--- config.mk ---
export PLATFORM = sky130hd
export DESIGN_NAME = pipe_stage_register_flat
export DESIGN_NICKNAME = d
export VERILOG_FILES = /design/src/rtl/pipe_stage_register_if.sv /design/src/rtl/pipe_stage_register.sv /design/src/flat_wrapper.sv
export SDC_FILE = /design/constraint.sdc
export NUM_CORES = 1
export LEC_CHECK = 0
export CORE_MARGIN = 1.5
export CORE_UTILIZATION = 40
export CTS_CLUSTER_DIAMETER = 80
export DETAILED_ROUTE_END_ITERATION = 16
export GPL_TIMING_DRIVEN = 0
export MAX_ROUTING_LAYER = met4
export PLACE_DENSITY = 0.93
export SYNTH_ARGS = -nofsm -noshare
export SYNTH_HDL_FRONTEND = slang
export SYNTH_SLANG_ARGS = --single-unit
--- constraint.sdc ---
create_clock -name clk -period 5.1 [get_ports clk]
set_clock_uncertainty 0.05 [all_clocks]
set_input_delay 0.765 -clock clk [delete_from_list [all_inputs] [get_ports clk]]
set_output_delay 0.765 -clock clk [all_outputs]
set_load 0.02 [all_outputs]
--- src/rtl/pipe_stage_register_if.sv ---
// Handshake and data bundle for one pipeline stage boundary.
// The upstream/hazard/downstream side drives through the master modport,
// and the stage register itself sits on the slave modport.
interface pipe_stage_register_if #(
    parameter int DATA_W = 96,
    parameter int CTRL_W = 16,
    parameter int CNT_W  = 16
);
    logic              in_valid;
    logic              in_ready;
    logic [DATA_W-1:0] in_data;
    logic [CTRL_W-1:0] in_ctrl;
    logic              in_stall;
    logic              in_flush;
    logic              out_valid;
    logic              out_ready;
    logic [DATA_W-1:0] out_data;
    logic [CTRL_W-1:0] out_ctrl;
    logic [CNT_W-1:0]  out_stall_cnt;

    modport master (
        output in_valid, in_data, in_ctrl, in_stall, in_flush, out_ready,
        input  in_ready, out_valid, out_data, out_ctrl, out_stall_cnt
    );

    modport slave (
        input  in_valid, in_data, in_ctrl, in_stall, in_flush, out_ready,
        output in_ready, out_valid, out_data, out_ctrl, out_stall_cnt
    );
endinterface

--- src/rtl/pipe_stage_register.sv ---
// Generic pipeline stage register: one cycle of latency, valid/ready
// handshake, synchronous flush, bubble-or-hold stall behaviour and a
// saturating stall-cycle counter.
// Optional feature: define PIPE_SKID_EN to add a one-entry skid buffer so
// that out_ready no longer reaches in_ready combinationally.
module pipe_stage_register #(
    parameter int DATA_W          = 96,
    parameter int CTRL_W          = 16,
    parameter int BUBBLE_ON_STALL = 1,
    parameter int CNT_W           = 16
) (
    input logic                  clk,
    input logic                  reset,
    pipe_stage_register_if.slave bus
);
    localparam logic [CNT_W-1:0] CNT_MAX = '1;

    // Counter increment that sticks at the all-ones value.
    function automatic logic [CNT_W-1:0] sat_inc(input logic [CNT_W-1:0] c);
        return (c == CNT_MAX) ? c : c + CNT_W'(1);
    endfunction

    // Control value left behind when the main entry leaves without a
    // replacement: zeroed in bubble mode, kept as-is in hold mode.
    function automatic logic [CTRL_W-1:0] vacate_ctrl(input logic [CTRL_W-1:0] c);
        return (BUBBLE_ON_STALL != 0) ? '0 : c;
    endfunction

    logic              v_q, v_d;
    logic [DATA_W-1:0] data_q, data_d;
    logic [CTRL_W-1:0] ctrl_q, ctrl_d;
    logic [CNT_W-1:0]  cnt_q, cnt_d;
    logic              in_ready;
    logic              transfer;
    logic              consume;
`ifdef PIPE_SKID_EN
    logic              sv_q, sv_d;
    logic [DATA_W-1:0] sdata_q, sdata_d;
    logic [CTRL_W-1:0] sctrl_q, sctrl_d;
`endif

    // Acceptance depends only on stall/flush and on whether there is room.
`ifdef PIPE_SKID_EN
    assign in_ready = !sv_q && !bus.in_stall && !bus.in_flush;
`else
    assign in_ready = !bus.in_flush && !bus.in_stall && (!v_q || bus.out_ready);
`endif
    assign transfer = bus.in_valid && in_ready;
    assign consume  = v_q && bus.out_ready;

    // Next-state for the entry (or entries); flush beats stall beats normal.
    // transfer is already zero under stall or flush, so the stall case
    // only differs from normal by vacating an empty/consumed main entry.
    always_comb begin
        v_d    = v_q;
        data_d = data_q;
        ctrl_d = ctrl_q;
`ifdef PIPE_SKID_EN
        sv_d    = sv_q;
        sdata_d = sdata_q;
        sctrl_d = sctrl_q;
`endif
        if (bus.in_flush) begin
            v_d    = 1'b0;
            ctrl_d = '0;
`ifdef PIPE_SKID_EN
            sv_d    = 1'b0;
            sctrl_d = '0;
`endif
        end else if (!v_q || consume) begin
`ifdef PIPE_SKID_EN
            if (sv_q) begin
                // Older skid entry advances first to keep ordering.
                v_d    = 1'b1;
                data_d = sdata_q;
                ctrl_d = sctrl_q;
                sv_d   = 1'b0;
            end else
`endif
            if (transfer) begin
                v_d    = 1'b1;
                data_d = bus.in_data;
                ctrl_d = bus.in_ctrl;
            end else if (consume || bus.in_stall) begin
                v_d    = 1'b0;
                ctrl_d = vacate_ctrl(ctrl_q);
            end
        end else begin
`ifdef PIPE_SKID_EN
            // Main entry is stuck downstream: park the new arrival.
            if (transfer) begin
                sv_d    = 1'b1;
                sdata_d = bus.in_data;
                sctrl_d = bus.in_ctrl;
            end
`endif
        end
    end

    // Stall counter keeps counting through flush; only reset clears it.
    always_comb begin
        cnt_d = bus.in_stall ? sat_inc(cnt_q) : cnt_q;
    end

    // State registers with synchronous active-high reset.
    always_ff @(posedge clk) begin
        if (reset) begin
            v_q    <= 1'b0;
            data_q <= '0;
            ctrl_q <= '0;
            cnt_q  <= '0;
`ifdef PIPE_SKID_EN
            sv_q    <= 1'b0;
            sdata_q <= '0;
            sctrl_q <= '0;
`endif
        end else begin
            v_q    <= v_d;
            data_q <= data_d;
            ctrl_q <= ctrl_d;
            cnt_q  <= cnt_d;
`ifdef PIPE_SKID_EN
            sv_q    <= sv_d;
            sdata_q <= sdata_d;
            sctrl_q <= sctrl_d;
`endif
        end
    end

    assign bus.in_ready      = in_ready;
    assign bus.out_valid     = v_q;
    assign bus.out_data      = data_q;
    assign bus.out_ctrl      = ctrl_q;
    assign bus.out_stall_cnt = cnt_q;
endmodule

--- src/flat_wrapper.sv ---
// flat-port wrapper written by rule: the top's interface ports become plain ports
module pipe_stage_register_flat 
#(
    parameter int DATA_W          = 96,
    parameter int CTRL_W          = 16,
    parameter int BUBBLE_ON_STALL = 1,
    parameter int CNT_W           = 16
)
  (clk, reset, bus_in_valid, bus_in_data, bus_in_ctrl, bus_in_stall, bus_in_flush, bus_out_ready, bus_in_ready, bus_out_valid, bus_out_data, bus_out_ctrl, bus_out_stall_cnt);
  pipe_stage_register_if #(.DATA_W(DATA_W), .CTRL_W(CTRL_W), .CNT_W(CNT_W)) bus_i ();
  input logic clk;
  input logic reset;
  input wire logic [$bits(bus_i.in_valid)-1:0] bus_in_valid;
  input wire logic [$bits(bus_i.in_data)-1:0] bus_in_data;
  input wire logic [$bits(bus_i.in_ctrl)-1:0] bus_in_ctrl;
  input wire logic [$bits(bus_i.in_stall)-1:0] bus_in_stall;
  input wire logic [$bits(bus_i.in_flush)-1:0] bus_in_flush;
  input wire logic [$bits(bus_i.out_ready)-1:0] bus_out_ready;
  output wire logic [$bits(bus_i.in_ready)-1:0] bus_in_ready;
  output wire logic [$bits(bus_i.out_valid)-1:0] bus_out_valid;
  output wire logic [$bits(bus_i.out_data)-1:0] bus_out_data;
  output wire logic [$bits(bus_i.out_ctrl)-1:0] bus_out_ctrl;
  output wire logic [$bits(bus_i.out_stall_cnt)-1:0] bus_out_stall_cnt;
  assign bus_i.in_valid = bus_in_valid;
  assign bus_i.in_data = bus_in_data;
  assign bus_i.in_ctrl = bus_in_ctrl;
  assign bus_i.in_stall = bus_in_stall;
  assign bus_i.in_flush = bus_in_flush;
  assign bus_i.out_ready = bus_out_ready;
  assign bus_in_ready = bus_i.in_ready;
  assign bus_out_valid = bus_i.out_valid;
  assign bus_out_data = bus_i.out_data;
  assign bus_out_ctrl = bus_i.out_ctrl;
  assign bus_out_stall_cnt = bus_i.out_stall_cnt;
  pipe_stage_register #(.DATA_W(DATA_W), .CTRL_W(CTRL_W), .BUBBLE_ON_STALL(BUBBLE_ON_STALL), .CNT_W(CNT_W)) u_core (.clk(clk), .reset(reset), .bus(bus_i));
endmodule
* Yosys cells after proc, flatten, opt, wreduce, memory -nomap -nowiden *
Cells that the tools add are included.

word-level totals
  register bits after elaboration = 129
  input bits = 118
  output and inout bits = 130
  word-level logic and storage cells = 27

operators by class
  add/sub/neg operators = 1
  equality and inequality tests = 1
  multiplexer cells = 4
  bitwise operators = 2
  reduce and logical (&&, ||, !) cells = 15

operators with widths
  cell                                                             number
  16-bit 2-to-1 mux                                                2
  16-bit by 1-bit adder with 16-bit output, second input constant  1
  16-bit equality test, second input constant                      1
  1-bit logical AND                                                4
  2-bit AND reduction                                              2
  1-bit zero test                                                  3
  1-bit logical OR                                                 3
  3-bit AND reduction                                              1
  1-bit 2-to-1 mux                                                 2
  1-bit NOT                                                        2
  2-bit nonzero test                                               1
  2-bit OR reduction                                               1

* Logic depth before layout (Yosys ltp) *
Gate-level depths: netlist (run 1).

  depth after elaboration = 6
  depth in mapped cells = 8
  mapped depth without buffers = 5

* Worst setup path after synthesis (run 1) *
Ideal clock, no wire load.

  path type = input to output
  start = input port bus_in_stall
  end = output port bus_in_ready
  arrival time = 1,411 ps
  required time = 4,285 ps
  setup slack = 2,874 ps
  cell stages on the path = 2
  path buffers = 1
  cell sequence = buf_2 -> nor3_1

between the ends
  cells in the longest elaborated chain, start to end = 3

ends and longest elaborated chain
  what                             RTL line                   text
  start: declaration               flat_wrapper.sv:16         input wire logic [$bits(bus_i.in_stall)-1:0] bus_in_stall;
  1-bit zero test                  pipe_stage_register.sv:46  assign in_ready = !bus.in_flush && !bus.in_stall && (!v_q || bus.out_ready);
  1-bit logical AND (2 in series)  pipe_stage_register.sv:46
  end: declaration                 flat_wrapper.sv:19         output wire logic [$bits(bus_i.in_ready)-1:0] bus_in_ready;

No other way between the ends.

* Worst setup path in the final report (run 1) *
  start = input port bus_in_flush
  end = output port bus_in_ready

between the ends
  cells in the longest elaborated chain, start to end = 3

ends and longest elaborated chain
  what                             RTL line                   text
  start: declaration               flat_wrapper.sv:17         input wire logic [$bits(bus_i.in_flush)-1:0] bus_in_flush;
  1-bit zero test                  pipe_stage_register.sv:46
  1-bit logical AND (2 in series)  pipe_stage_register.sv:46

No other way between the ends.

==> impl_metrics.env, run 1 <==
export IMPL_grt_max_degree=17
export IMPL_htree_levels=4
export IMPL_slew_viol_final=8
export IMPL_intPower_w=0.00207
export IMPL_drt_iter0_drc=329
export IMPL_critPathRequiredTime_ns=4.28
export IMPL_critPathKind="in2out"
export IMPL_tightest_slew_ns=1.51
export IMPL_dieArea_sq_um=12300
export IMPL_cts_buffers=17
export IMPL_wl_per_cell_microns=15.7
export IMPL_drive_gt1_share_pct=5.19
export IMPL_synth_cell_types=33
export IMPL_cts_hold_buffers=0
export IMPL_layout_commonest_cell="clkdlybuf4s50_1"
export IMPL_ir_drop_mv=0.278
export IMPL_fin_area_sq_um=7960
export IMPL_start_kind="input port"
export IMPL_slowest_stage="clkdlybuf4s50_1"
export IMPL_cts_root_buf="clkbuf_16"
export IMPL_path_clk_slew_ns=0.05
export IMPL_port_buffers=246
export IMPL_nets=953
export IMPL_viasPerCell=5.11
export IMPL_syn_nets=688
export IMPL_max_slew_margin_pct=-1.20
export IMPL_arrival_ns=2.12
export IMPL_violations="max-capacitance violations, max-slew violations"
export IMPL_route_antenna_remaining_nets=0
export IMPL_clk_latency_ns=0.42
export IMPL_swShare_pct=21.8
export IMPL_seq_power_share_pct=39.9
export IMPL_switchingPower_w=0.000575
export IMPL_use_met1_pct=27.5
export IMPL_dp_hpwl_mm=11.1
export IMPL_pwr_share_clk_pct=49.8
export IMPL_num_rows=39
export IMPL_finalSetupViolations=0
export IMPL_placed_area_sq_um=7310
export IMPL_grt_overflow_total=0
export IMPL_core_sq_um=11400
export IMPL_pin_count=248
export IMPL_clkSinkCount=129
export IMPL_syn_to_final_growth_pct=70.5
export IMPL_drv_cap=1
export IMPL_grt_pass1_wl_mm=24.5
export IMPL_run_status="finished, violations left"
export IMPL_netlist_area_sq_um=4670
export IMPL_cpMostUsedCell="clkdlybuf4s50_1"
export IMPL_use_met2_pct=44.9
export IMPL_hold_class="reg2reg"
export IMPL_initial_utilization_pct=40.9
export IMPL_rsz0062_at_grt="false"
export IMPL_finalCritPeriodShare_pct=57.6
export IMPL_p_per_area_nw_per_um2=332
export IMPL_path_cells="clkdlybuf4s50_1 > nor3_1 > clkdlybuf4s50_1"
export IMPL_grt_met3_usage_pct=8.20
export IMPL_antenna_found_initial=0
export IMPL_min_period_ns=2.94
export IMPL_yosys_warnings=0
export IMPL_routabilityCongestion=0.874
export IMPL_clockBufferDepth=2
export IMPL_drc_errors=0
export IMPL_num_antenna_cells=0
export IMPL_die_x_microns=111
export IMPL_grt_pass1_vias=5022
export IMPL_tns_ns=0
export IMPL_fmax_mhz=340
export IMPL_grt_usage_pct=25.9
export IMPL_synth_seq_area_share_pct=55.3
export IMPL_grt_busiest_layer="met2"
export IMPL_hold_viol=0
export IMPL_p_leak_nw=2.80
export IMPL_cp_end_kind="output pin"
export IMPL_cts_tree="yes"
export IMPL_postCtsSetupBuffers=0
export IMPL_avgSynthCellArea_sq_um=8.21
export IMPL_max_stage_delay_ns=0.63
export IMPL_worstPathMaxFanout=5
export IMPL_final_cell_mix="clkdlybuf4s50_1 (246), nand2_1 (198), dfxtp_1 (129), a21oi_1 (105), clkbuf_1 (28)"
export IMPL_cts_resized=0
export IMPL_combPwrFrac_pct=10.3
export IMPL_num_vias=5058
export IMPL_wirelength_mm=15.5
export IMPL_synth_seq_cells=129
export IMPL_synth_cells=569
export IMPL_die_h_microns=111
export IMPL_firstDrtPassIters=4
final cells by class:
type                            count  area, sq um
Clock inverter                      9          151
Clock buffer                       23          498
Multi-Input combinational cell    397         1910
Fill cell                         868         3460
Timing Repair Buffer              246         2460
Inverter                            4         15.0
Buffer                             39          158
Tap cell                          143          179
Sequential cell                   129         2580
flip-flops by register name, summed over array words and instances, names as in the netlist:
name,flops
u_core.bus.out_ctrl,16
u_core.bus.out_data,96
u_core.bus.out_stall_cnt,16
u_core.bus.out_valid,1
metrics by stage:
stage	setup WS, ns	hold WS [ns]	total power, W	util, %	cells
floorplan	2.87	0.483	0.00117	-	569
global placement	1.82	0.391	0.00134	64.0	958
detailed placement	1.72	0.396	0.00134	64.0	958
CTS	2.16	0.403	0.00266	69.7	990
global route	1.97	0.419	0.00273	69.7	990
finish	2.16	0.401	0.00264	69.7	990
power by group through the flow:
| stage | Sequential, W | Combinational, W | Clock [W] |
|---|---|---|---|
| 2_1_floorplan | 0.00111 | 0.0000651 | 0 |
| 3_3_place_gp | 0.00107 | 0.000268 | 0 |
| 3_5_place_dp | 0.00107 | 0.000271 | 0 |
| 4_1_cts | 0.00105 | 0.000274 | 0.00133 |
| 5_1_grt | 0.00106 | 0.000292 | 0.00138 |
| 6_report | 0.00105 | 0.000273 | 0.00132 |
cells in the mapped netlist:
cell type  count  area, sq um
buf_1          3         11.3
nand4_1        7         43.8
a211oi_1       2         15.0
and4_1         2         17.5
nand4_2        1         12.5
a311oi_1       3         26.3
nand2_1      198          743
mux2_1         2         22.5
nand3_1        7         35.0
nor4_2         1         12.5
or2_0          2         12.5
or3_1          6         37.5
and3_1         2         12.5
nand2b_1       4         25.0
buf_2          9         45.0
ha_1           1         12.5
nor2b_1        5         31.3
o31ai_1        2         15.0
or4_1          3         22.5
nor3_1         5         25.0
nor3_2         1         10.0
a22o_1        16          140
mux2_2         1         11.3
a21oi_1      105          526
dfxtp_1      129         2580
inv_1          4         15.0
nor2_1         8         30.0
a31oi_1        1         6.26
nor4_1         2         12.5
clkbuf_1      27          101
and2_1         1         6.26
o21ai_0        8         40.0
mux2i_1        1         10.0
worst max-delay path, delay by kind of cell:
kind | cells | cell delay, ns
buffers and inverters | 2 | 1.13
and+or+nand+nor | 1 | 0.22
per-layer routing:
metal / vias up / share of wire [%]
met5: - / 0
met4: 0 / 2.6
met3: 34 / 7.8
met2: 239 / 50
met1: 2330 / 40
li1: 2455 / -
worst paths after layout:
kind                     startpoint                       to  slack (ns)  depth (start not counted)
max                    bus_in_flush             bus_in_ready        2.16                          3
min          u_core.bus.out_data[7]   u_core.bus.out_data[7]        0.40                          2
max reg2reg    u_core.bus.out_valid  u_core.bus.out_ctrl[13]        2.60                          5
min reg2reg  u_core.bus.out_data[7]   u_core.bus.out_data[7]        0.40                          2
cell families (layout without fill, tap and decap cells):
family          Yosys count  in the layout  share of synthesized area, %
simple gates            255            255                          23.3
compound gates          137            137                          16.5
flops                   129            129                          55.3
buf+inv                  43            321                          3.70
mux                       4              4                         0.938
fa+ha+maj                 1              1                         0.268
No activity file was read; power rests on OpenSTA's default activity.
==> run 2: changes to the inputs <==
--- a/config.mk
+++ b/config.mk
@@ -6,12 +6,12 @@
 export NUM_CORES = 1
 export LEC_CHECK = 0
 export CORE_MARGIN = 1.5
-export CORE_UTILIZATION = 40
+export CORE_UTILIZATION = 35
 export CTS_CLUSTER_DIAMETER = 80
 export DETAILED_ROUTE_END_ITERATION = 16
 export GPL_TIMING_DRIVEN = 0
 export MAX_ROUTING_LAYER = met4
-export PLACE_DENSITY = 0.93
+export PLACE_DENSITY = 0.87
 export SYNTH_ARGS = -nofsm -noshare
 export SYNTH_HDL_FRONTEND = slang
 export SYNTH_SLANG_ARGS = --single-unit
==> constraint.sdc (replaced) <==
create_clock -name clk -period 2.55 [get_ports clk]
set_clock_uncertainty 0.05 [all_clocks]
set_input_delay 0.3825 -clock clk [delete_from_list [all_inputs] [get_ports clk]]
set_output_delay 0.3825 -clock clk [all_outputs]
set_load 0.02 [all_outputs]
==> impl_metrics.env, run 2 (synthesis gave the netlist of run 1 again) <==
export IMPL_run_status="finished, final reports clean"
export IMPL_pin_count=248
export IMPL_hp_start="bus_in_stall"
export IMPL_grt_usage_pct=21.9
export IMPL_max_slew_margin_pct=37.3
export IMPL_hold_viol=0
export IMPL_wirelength_mm=15.1
export IMPL_firstDrtPassIters=7
export IMPL_r2r_start="u_core.bus.out_stall_cnt[0]"
export IMPL_antenna_found_initial=0
export IMPL_cp_startpoint="bus_in_flush"
export IMPL_fmax_mhz=424
export IMPL_rsz0062_at_grt="false"
export IMPL_fillers=1127
export IMPL_finalCritPeriodShare_pct=92.4
export IMPL_pwr_share_clk_pct=49.4
export IMPL_dieArea_sq_um=14000
export IMPL_grt_pass1_wl_mm=23.4
export IMPL_final_cell_mix="clkdlybuf4s50_1 (246), nand2_1 (198), dfxtp_1 (129), a21oi_1 (105), clkbuf_1 (28)"
export IMPL_worstPathMaxFanout=5
export IMPL_die_h_microns=119
export IMPL_grt_overflow_total=0
export IMPL_htree_levels=4
export IMPL_dp_cells=991
export IMPL_core_sq_um=13100
export IMPL_dp_hpwl_mm=11.1
export IMPL_path_cells="clkdlybuf4s50_1 > nor3_1 > clkdlybuf4s50_1"
export IMPL_route_antenna_remaining_nets=0
export IMPL_routabilityCongestion=0.802
export IMPL_critPathTopFamily="buffers and inverters"
export IMPL_cts_tree="yes"
export IMPL_drc_errors=0
export IMPL_grt_max_degree=17
export IMPL_drv_cap=0
export IMPL_tightest_slew_ns=0.933
export IMPL_nets=953
export IMPL_wl_per_cell_microns=14.8
export IMPL_critPathRequiredTime_ns=2.12
export IMPL_path_clk_slew_ns=0.06
export IMPL_intPower_w=0.00403
export IMPL_cts_root_buf="clkbuf_16"
export IMPL_seq_power_share_pct=40.3
export IMPL_port_buffers=246
export IMPL_arrival_ns=1.92
export IMPL_drive_gt1_share_pct=5.19
export IMPL_hold_class="in2reg"
export IMPL_worst_path_buf_inv=2
export IMPL_syn_to_final_growth_pct=71.1
export IMPL_grt_pass1_vias=4696
export IMPL_fin_area_sq_um=7990
export IMPL_max_stage_delay_ns=0.68
export IMPL_critPathKind="in2out"
export IMPL_clk_latency_ns=0.42
export IMPL_cts_buffers=17
export IMPL_clockBufferDepth=2
export IMPL_p_per_area_nw_per_um2=655
export IMPL_cpMostUsedCell="clkdlybuf4s50_1"
export IMPL_initial_utilization_pct=35.5
export IMPL_ir_drop_mv=0.436
export IMPL_die_x_microns=119
export IMPL_switchingPower_w=0.00120
export IMPL_combPwrFrac_pct=10.4
export IMPL_slowest_stage="clkdlybuf4s50_1"
export IMPL_num_antenna_cells=0
export IMPL_largest_reg_flops=96
export IMPL_num_vias=4928
export IMPL_start_kind="input port"
export IMPL_placed_area_sq_um=7350
export IMPL_finalSetupViolations=0
export IMPL_p_leak_nw=2.79
export IMPL_cp_end_kind="output pin"
export IMPL_clkSinkCount=129
export IMPL_drt_iter0_drc=170
export IMPL_swShare_pct=22.9
export IMPL_viasPerCell=4.82
export IMPL_cts_hold_buffers=0
export IMPL_num_rows=42
export IMPL_slew_viol_final=0
export IMPL_instances_no_fill=1023
export IMPL_min_period_ns=2.36
export IMPL_layout_commonest_cell="clkdlybuf4s50_1"
run 2: cell types whose count changed in the layout (fill, tap and decap cells not counted), sizes merged:
cell    before  now
clkbuf      50   46
clkinv       4    8
run 2: through the flow:
stage	power [W]	setup WS (ns)	hold WS [ns]	setup TNS [ns]	util, %
3_5_place_dp	0.00269	-0.217	0.396	-3.60	56.0
4_1_cts	0.00527	0.228	0.365	0	60.8
3_3_place_gp	0.00268	-0.167	0.391	-2.15	56.0
2_1_floorplan	0.00234	0.618	0.411	0	-
5_1_grt	0.00543	0.0542	0.406	0	60.8
6_report	0.00523	0.193	0.380	0	60.8
run 2: layout make-up:
type / instances / area, sq um / area share (%)
Sequential cell: 129 / 2580 / 32.3
Clock inverter: 13 / 186 / 2.33
Multi-Input combinational cell: 397 / 1920 / 24.0
Clock buffer: 19 / 443 / 5.55
Tap cell: 176 / 220 / 2.76
Timing Repair Buffer: 246 / 2460 / 30.8
Inverter: 4 / 15.0 / 0.188
Buffer: 39 / 158 / 1.97
run 2: worst paths after layout:
| check | endpoint | slack [ns] | depth (start not counted) |
|---|---|---|---|
| min reg2reg | u_core.bus.out_data[17] | 0.40 | 2 |
| max reg2reg | u_core.bus.out_stall_cnt[0] | 0.40 | 5 |
| min | u_core.bus.out_stall_cnt[6] | 0.38 | 3 |
| max | bus_in_ready | 0.19 | 3 |
run 2: what timing repair did:
item | in CTS | in global routing
gates resized for setup | 0 | 1
buffers inserted | 0 | 0
endpoints found under the setup margin | 0 | 10
run 2: routing by layer:
layer | GRT usage (%) | vias up | part of all wire [%] | wire length [microns]
li1 | - | 2448 | - | -
met1 | 24.6 | 2241 | 41 | 6210
met2 | 36.4 | 216 | 49 | 7410
met3 | 7.29 | 23 | 7.7 | 1160
met4 | 8.28 | 0 | 2.1 | 313
met5 | - | - | 0 | 0
run 2: power groups by stage:
stage | combinational [W] | sequential (W) | clock (W)
after detailed placement | 0.000542 | 0.00215 | 0
final | 0.000542 | 0.00211 | 0.00258
after global placement | 0.000537 | 0.00215 | 0
after CTS | 0.000545 | 0.00210 | 0.00262
after floorplan | 0.000130 | 0.00221 | 0
after global routing | 0.000582 | 0.00211 | 0.00274
run 2: tightest hold or removal path, stage by stage:
cell      delay, ns
buf_2          0.16
a31oi_1        0.19
a311oi_1       0.06
